<file path="config.mk">
export PLATFORM = sky130hd
export DESIGN_NAME = mips_reg_file
export DESIGN_NICKNAME = d
export VERILOG_FILES = /design/src/rtl/mips_pkg.sv /design/src/rtl/mips_reg_read_port.sv /design/src/rtl/mips_reg_file.sv
export SDC_FILE = /design/constraint.sdc
export NUM_CORES = 2
export LEC_CHECK = 0
export CORE_UTILIZATION = 50
export DETAILED_ROUTE_END_ITERATION = 8
export MAX_ROUTING_LAYER = met4
export PLACE_DENSITY = 0.64
export SLEW_MARGIN = 20
export SYNTH_ARGS = -nofsm -noshare
export SYNTH_HDL_FRONTEND = slang
export SYNTH_SLANG_ARGS = --single-unit
</file>
<file path="constraint.sdc">
create_clock -name clk -period 4.7 [get_ports clk]
set_input_delay 0.705 -clock clk [delete_from_list [all_inputs] [get_ports clk]]
set_output_delay 0.705 -clock clk [all_outputs]
set_load 0.005 [all_outputs]
</file>
<file path="src/rtl/mips_pkg.sv">
// Shared constants and types for the MIPS register file slice.
package mips_pkg;

  localparam int DATA_W   = 32;
  localparam int ADDR_W   = 5;
  localparam int NUM_REGS = 2 ** ADDR_W;

  typedef logic [DATA_W-1:0] word_t;
  typedef logic [ADDR_W-1:0] reg_idx_t;

  localparam reg_idx_t REG_ZERO = '0;

endpackage

</file>
<file path="src/rtl/mips_reg_read_port.sv">
// Combinational read port: selects one register, forces index 0 to zero and,
// when REG_FILE_BYPASS_EN is defined, forwards same-cycle write data.
module mips_reg_read_port #(
  parameter int DATA_W = mips_pkg::DATA_W,
  parameter int ADDR_W = mips_pkg::ADDR_W
) (
  input  logic [2**ADDR_W-1:0][DATA_W-1:0] regs_i,
  input  logic [ADDR_W-1:0]                addr_i,
`ifdef REG_FILE_BYPASS_EN
  input  logic                             wr_en_i,
  input  logic [ADDR_W-1:0]                wr_addr_i,
  input  logic [DATA_W-1:0]                wr_data_i,
`endif
  output logic [DATA_W-1:0]                data_o
);
  import mips_pkg::*;

  // The zero check comes last so it overrides any forwarded value.
  always_comb begin
    data_o = regs_i[addr_i];
`ifdef REG_FILE_BYPASS_EN
    if (wr_en_i && (wr_addr_i == addr_i)) begin
      data_o = wr_data_i;
    end
`endif
    if (addr_i == ADDR_W'(REG_ZERO)) begin
      data_o = '0;
    end
  end

endmodule

</file>
<file path="src/rtl/mips_reg_file.sv">
// 32 x 32 MIPS register file with a commit-trace port for the scoreboard.
// Optional write-through forwarding is enabled by defining REG_FILE_BYPASS_EN.
module mips_reg_file #(
  parameter int DATA_W = mips_pkg::DATA_W,
  parameter int ADDR_W = mips_pkg::ADDR_W,
  parameter int CNT_W  = 32
) (
  input  logic              clk,
  input  logic              rst_n,
  input  logic [ADDR_W-1:0] A1,
  input  logic [ADDR_W-1:0] A2,
  input  logic [ADDR_W-1:0] A3,
  input  logic              WE3,
  input  logic [DATA_W-1:0] WD3,
  output logic [DATA_W-1:0] RD1,
  output logic [DATA_W-1:0] RD2,
  output logic              wr_commit,
  output logic [ADDR_W-1:0] last_wr_addr,
  output logic [DATA_W-1:0] last_wr_data,
  output logic [CNT_W-1:0]  commit_cnt
);
  import mips_pkg::*;

  localparam int Depth = 2 ** ADDR_W;

  logic [Depth-1:0][DATA_W-1:0] regs_q;
  logic                         wr_commit_q;
  logic [ADDR_W-1:0]            last_addr_q;
  logic [DATA_W-1:0]            last_data_q;
  logic [CNT_W-1:0]             cnt_q;
  logic [CNT_W-1:0]             cnt_d;
  logic                         commit;

  // An unknown WE3 falls into the default branch, so the write is not taken.
  always_comb begin
    commit = 1'b0;
    if (WE3 && (A3 != ADDR_W'(REG_ZERO))) begin
      commit = 1'b1;
    end
    cnt_d = cnt_q + CNT_W'(1);
  end

  always_ff @(posedge clk or negedge rst_n) begin
    if (!rst_n) begin
      regs_q      <= '0;
      wr_commit_q <= 1'b0;
      last_addr_q <= '0;
      last_data_q <= '0;
      cnt_q       <= '0;
    end else begin
      wr_commit_q <= commit;
      if (commit) begin
        regs_q[A3]  <= WD3;
        last_addr_q <= A3;
        last_data_q <= WD3;
        cnt_q       <= cnt_d;
      end
    end
  end

  mips_reg_read_port #(.DATA_W(DATA_W), .ADDR_W(ADDR_W)) u_rd1 (
    .regs_i    (regs_q),
    .addr_i    (A1),
`ifdef REG_FILE_BYPASS_EN
    .wr_en_i   (WE3),
    .wr_addr_i (A3),
    .wr_data_i (WD3),
`endif
    .data_o    (RD1)
  );

  mips_reg_read_port #(.DATA_W(DATA_W), .ADDR_W(ADDR_W)) u_rd2 (
    .regs_i    (regs_q),
    .addr_i    (A2),
`ifdef REG_FILE_BYPASS_EN
    .wr_en_i   (WE3),
    .wr_addr_i (A3),
    .wr_data_i (WD3),
`endif
    .data_o    (RD2)
  );

  assign wr_commit    = wr_commit_q;
  assign last_wr_addr = last_addr_q;
  assign last_wr_data = last_data_q;
  assign commit_cnt   = cnt_q;

endmodule

</file>
# Yosys cells after proc, flatten, opt, wreduce, memory -nomap -nowiden
# Cells that the tools add are included.
word_totals:
  latchBits: 0
  ram_bits: 0
  mem_count: 0
  mem_bits_ro: 0
  register_bits: 1094
  inputBits: 50
  elab_cells: 56
op_classes:
  reduce_logical: 5
  div_mod_pow: 0
  bitwise: 0
  shifts: 0
  order_cmp: 4
  muxes: 10
  n_eq_ne: 0
  add_sub_neg: 1
  multipliers: 0
op_table:
  columns: ["op", "n"]
  rows:
  - ["bitwise mux 1024 bit", 1]
  - ["binary-select mux 32 bit (select 5 bit)", 2]
  - ["demux 32 bit (select 5 bit)", 1]
  - ["2-to-1 mux 32 bit", 5]
  - ["adder 32 x 1 -> 32 bit (second input constant)", 1]
  - ["< comparator 5 x 6 -> 1 bit (second input constant)", 3]
  - ["zero test 5 bit", 2]
  - ["greater-or-equal comparator 5 x 1 -> 1 bit (second input constant)", 1]
  - ["nonzero test 5 bit", 1]
  - ["logical AND 1 bit", 2]
  - ["2-to-1 mux 1 bit", 1]

# Logic depth before layout (Yosys ltp)
logic_depth:
  ltp_word: 5
  mapped_depth: 9
  ltp_nobuf: 5

# Hierarchy
# From an unflattened synthesis, not the netlist that was laid out.
hier_totals:
  hier_cells: 3893
  area_unflattened_um2: 57821.7
modules_own_cells:
  columns: ["mod", "n_inst", "area_per_inst_um2", "cells_each", "seq_area_each_um2"]
  rows:
  - ["mips_reg_file", 1, 41085.7, 2565, 27376.3]
  - ["mips_reg_read_port", 2, 8368.0, 664, 0.0]

# Worst setup path after synthesis
# No wires, ideal clock.
synth_path:
  kind: "in2out"
  startpoint: "input A2[0]"
  endpoint: "output RD2[20]"
  t_arrival_ns: 2.277
  path_slack_ns: 1.718
  required_ns: 3.995
  stages: 7
  path_cell_list: "buf_2 -> buf_6 -> buf_6 -> buf_2 -> mux4_2 -> a221oi_1 -> a21oi_1"
synth_via:
  elab_chain_len: 3
  elab_cells_between_ends: 4
  classes_between: "mux: 3; reduce/logical: 1"
synth_lines:
  columns: ["element", "line", "source"]
  rows:
  - ["from (decl)", "mips_reg_file.sv:11", "input logic [ADDR_W-1:0] A2,"]
  - ["binary-select mux 32 bit (select 5 bit)", "mips_reg_read_port.sv:20", "data_o = regs_i[addr_i];"]
  - ["2-to-1 mux 32 bit (implied by the code)", "mips_reg_read_port.sv:20", null]
  - ["2-to-1 mux 32 bit *", "mips_reg_read_port.sv:26", "if (addr_i == ADDR_W'(REG_ZERO)) begin"]
  - ["to (decl)", "mips_reg_file.sv:16", "output logic [DATA_W-1:0] RD2,"]
# Mark *: on every way between the ends. The rest lies on a longest branch, timed or not. The select of a mux whose other input is x is not followed.

# Final worst setup path
layout_path:
  startpoint: "input A1[1]"
  endpoint: "output RD1[12]"
layout_via:
  elab_chain_len: 3
  elab_cells_between_ends: 4
  classes_between: "mux: 3; reduce/logical: 1"
layout_lines:
  columns: ["element", "line", "source"]
  rows:
  - ["from (decl)", "mips_reg_file.sv:10", "input logic [ADDR_W-1:0] A1,"]
  - ["binary-select mux 32 bit (select 5 bit)", "mips_reg_read_port.sv:20", null]
  - ["2-to-1 mux 32 bit (implied by the code)", "mips_reg_read_port.sv:20", null]
  - ["2-to-1 mux 32 bit *", "mips_reg_read_port.sv:26", null]
  - ["to (decl)", "mips_reg_file.sv:15", "output logic [DATA_W-1:0] RD1,"]
# Marked as above.

==> metrics.md <==
| Metric | Value |
|---|---|
| Outcome | `finished, final reports clean` |
| Syn-to-layout area delta | `13.8%` |
| H-tree depth | `3` |
| Max layer used | `met4` |
| Critical path, cell by cell | `buf_8 > buf_12 > mux4_2 > mux2i_1 > nor2_1 > a221oi_1 > a221oi_1 > clkdlybuf4s50_1` |
| Pin count of the biggest net entering global routing | `131` |
| Final period utilization | `94.1%` |
| Power Total | `28.1 mW` |
| Setup crit end kind | `primary output` |
| Clock tree buffer depth | `3` |
| Chip Height | `341 um` |
| First-pass GRT wire length | `275 mm` |
| Area of the core | `113000 um^2` |
| Primary FF master, synth | `dfrtp_1` |
| Syn nets | `3802` |
| Vias/cell | `6.90` |
| Post-Synthesis Cells | `3751` |
| DR WL met2 | `84.7 mm` |
| Gp weighted congestion | `0.857` |
| CTS tree | `built` |
| Share of cells above drive strength 1 | `52.8%` |
| Top cell by count, worst path | `a221oi_1` |
| Worst reg2reg path depth | `5` |
| Post-Synth XOR/XNOR Area | `0.473%` |
| Wl on met1 | `76.6 mm` |
| Die W | `341 um` |
| Fin area | `65300 um^2` |
| Vias | `37.4k` |
| Fin. Hold Viols | `0` |
| CP delay by family, top | `buffers and inverters` |
| Total Wirelength | `186 mm` |
| Simple-gate share of the synthesized area | `2.36%` |
| Synth Cell Area | `57400 um^2` |
| Hold_ws | `77.1 ps` |
| Quantity of gates resized following cts | `0` |
| TritonCTS buffer count | `118` |
| CP bufs+invs | `3` |
| I/O Buffers | `183` |
| Max-Cap Viols | `0` |
| Worst path max stage delay | `540 ps` |
| FF/Latch Area | `27400 um^2` |
| Root buffer cell | `clkbuf_16` |
| Worst-path clk slew | `60 ps` |
| Post-synthesis compound-gate area fraction | `2.80%` |
| Total GRT Usage | `33.5%` |
| Row cnt | `123` |
| R2R setup slack | `2650 ps` |
| Min Tclk post-route | `4420 ps` |
| Max IR drop VDD | `0.307 mV` |
| EDFF count, synth | `0` |
| Number of global-route vias before repair | `39.3k` |
| Remaining global-route overflow | `0` |
| Cell Area, Placed | `61300 um^2` |
| Filler instances | `8643` |
| Least-Margin Pin Slew | `1110 ps` |
| Post-synthesis mux area share | `42.9%` |
| Die area | `116000 um^2` |
| CP Data Required Time | `3990 ps` |
| Clock Sinks | `1094` |
| Leakage power | `28.1 nW` |
| Hold WC Path Type | `input pin to asynchronous set/reset pin` |
| Total Neg Setup Slack | `0 ps` |
| Area share of fa/ha/maj cells after synthesis | `0.0218%` |
| Pwr per Cell Area | `430 nW/um^2` |
| Crit path launch type | `input pin` |
| Unique masters post-synth | `48` |
| Syn. warnings | `0` |
| Largest family of logic cells by synthesized area | `multiplexers` |
| ANT nets after route | `0` |
| Clock latency on the worst-skew pair | `710 ps` |
| Multi-input logic area | `28100 um^2` |
| Count of state elements after synthesis | `1094` |
| CTS Hold Bufs | `0` |
| Drt drc | `0` |
| Crit Reg-Reg Startpoint | `commit_cnt[10]` |
| Drt first-iter violations | `3724` |
| Routed wl met3 | `17.7 mm` |
| Final slew viol count | `0` |
| Worst-path fanout max | `35` |
| Seq/Total Area, Yosys | `47.7%` |
| Setup Crit Path Kind | `input pin to primary output` |
| Ys async rst share | `100%` |
| Final Skew | `10.5 ps` |
| NumNets Final | `3872` |
| Max_slew headroom | `26.0%` |
| Post-CTS Setup Bufs | `0` |
| FMAX | `226 MHz` |
| Crit Reg-Reg Endpoint | `commit_cnt[27]` |
| Initial antenna violation count | `8` |
| HPWL Detailed | `115 mm` |
| Crit-path slowest cell | `mux4_2` |
| Worst EP arrival | `3720 ps` |
| Boundary Pins | `184` |
| Mapped Avg Cell Area | `15.3 um^2` |
| Detailed-router iteration count before antenna repair | `6` |
| Setup violators final | `0` |
| Final Util | `57.7%` |
| RSZ-0062 raised after global routing | `no` |
| Initial Util | `50.7%` |
| DR WL/cell | `34.2 um` |
through the flow:
step / setup WS, ps / instances
2_1_floorplan: 1720 / 3751
3_3_place_gp: 192 / 5201
3_5_place_dp: 252 / 5201
4_1_cts: 255 / 5419
5_1_grt: 214 / 5426
6_report: 278 / 5426
sequential cells by signal (all words and copies together) (netlist names):
name,flops
regs_q,1024
wr_commit,1
last_wr_data,32
last_wr_addr,5
commit_cnt,32
worst max-delay path by stage:
stage | depth (start not counted) | startpoint | end | slack [ps]
6_report | 8 | A1[1] | RD1[12] | 280
5_1_grt | 8 | A1[1] | RD1[12] | 210
4_1_cts | 8 | A1[1] | RD1[12] | 260
3_5_place_dp | 8 | A1[1] | RD1[12] | 250
3_3_place_gp | 8 | A1[1] | RD1[12] | 190
2_1_floorplan | 7 | A2[0] | RD2[20] | 1720
area by class of cell:
type                            instances  share of cell area (%)
Clock inverter                         36                   0.793
Timing Repair Buffer                  373                    5.91
Inverter                                1                 0.00575
Antenna cell                            7                  0.0268
Tap cell                             1500                    2.87
Clock buffer                          182                    5.43
Multi-Input combinational cell       2233                    43.0
Sequential cell                      1094                    41.9
power breakdown:
group | switching [mW] | total [mW] | internal [mW]
logic | 2.26 | 5.81 | 3.54
registers | 1.39 | 12.5 | 11.2
clock network | 3.97 | 9.74 | 5.77
cells in the final DEF (no fill, tap or decap), types with 12 or more instances in the layout:
cell type,Yosys,routed
nor2_4,0,18
nand2_2,0,15
mux2_2,1111,1111
nor2_1,41,23
a211oi_1,17,17
a221oi_1,24,24
nand3_1,13,13
clkdlybuf4s50_1,0,153
buf_12,5,55
clkbuf_8,0,36
a22oi_1,47,47
clkinv_2,0,17
nand2_1,186,171
buf_4,37,135
dfrtp_1,1094,1094
mux4_2,502,502
mux2i_1,56,56
a2111oi_1,12,12
clkbuf_16,0,118
a21oi_1,35,35
a31oi_1,30,30
clkbuf_1,201,29
o221ai_1,32,32
nor2b_1,23,20
xnor2_1,27,27
buf_2,103,23
synthesized netlist by cell type, types with 23 or more instances:
cell,instances,area [um^2]
o221ai_1,32,280
dfrtp_1,1094,27400
xnor2_1,27,236
buf_4,37,278
mux4_2,502,11300
mux2_2,1111,12500
buf_1,54,203
nand2_1,186,698
a31oi_1,30,188
nor2_1,41,154
mux2i_1,56,561
buf_2,103,515
a22oi_1,47,353
a221oi_1,24,210
buf_6,23,259
nor2b_1,23,144
a21oi_1,35,175
clkbuf_1,201,754
metal layers:
metal / track usage, % / vias to the layer above
met5: - / -
met4: 11.8 / 0
met3: 8.51 / 426
met2: 48.6 / 1988
met1: 45.8 / 20400
li1: - / 14600
logic make-up after synthesis:
kind of cell / after synthesis
xor+xnor: 31
compound gates: 219
buf+inv: 424
simple gates: 303
fa+ha+maj: 1
flops: 1094
mux: 1679
Note: power is estimated with default switching activity, not from simulation.
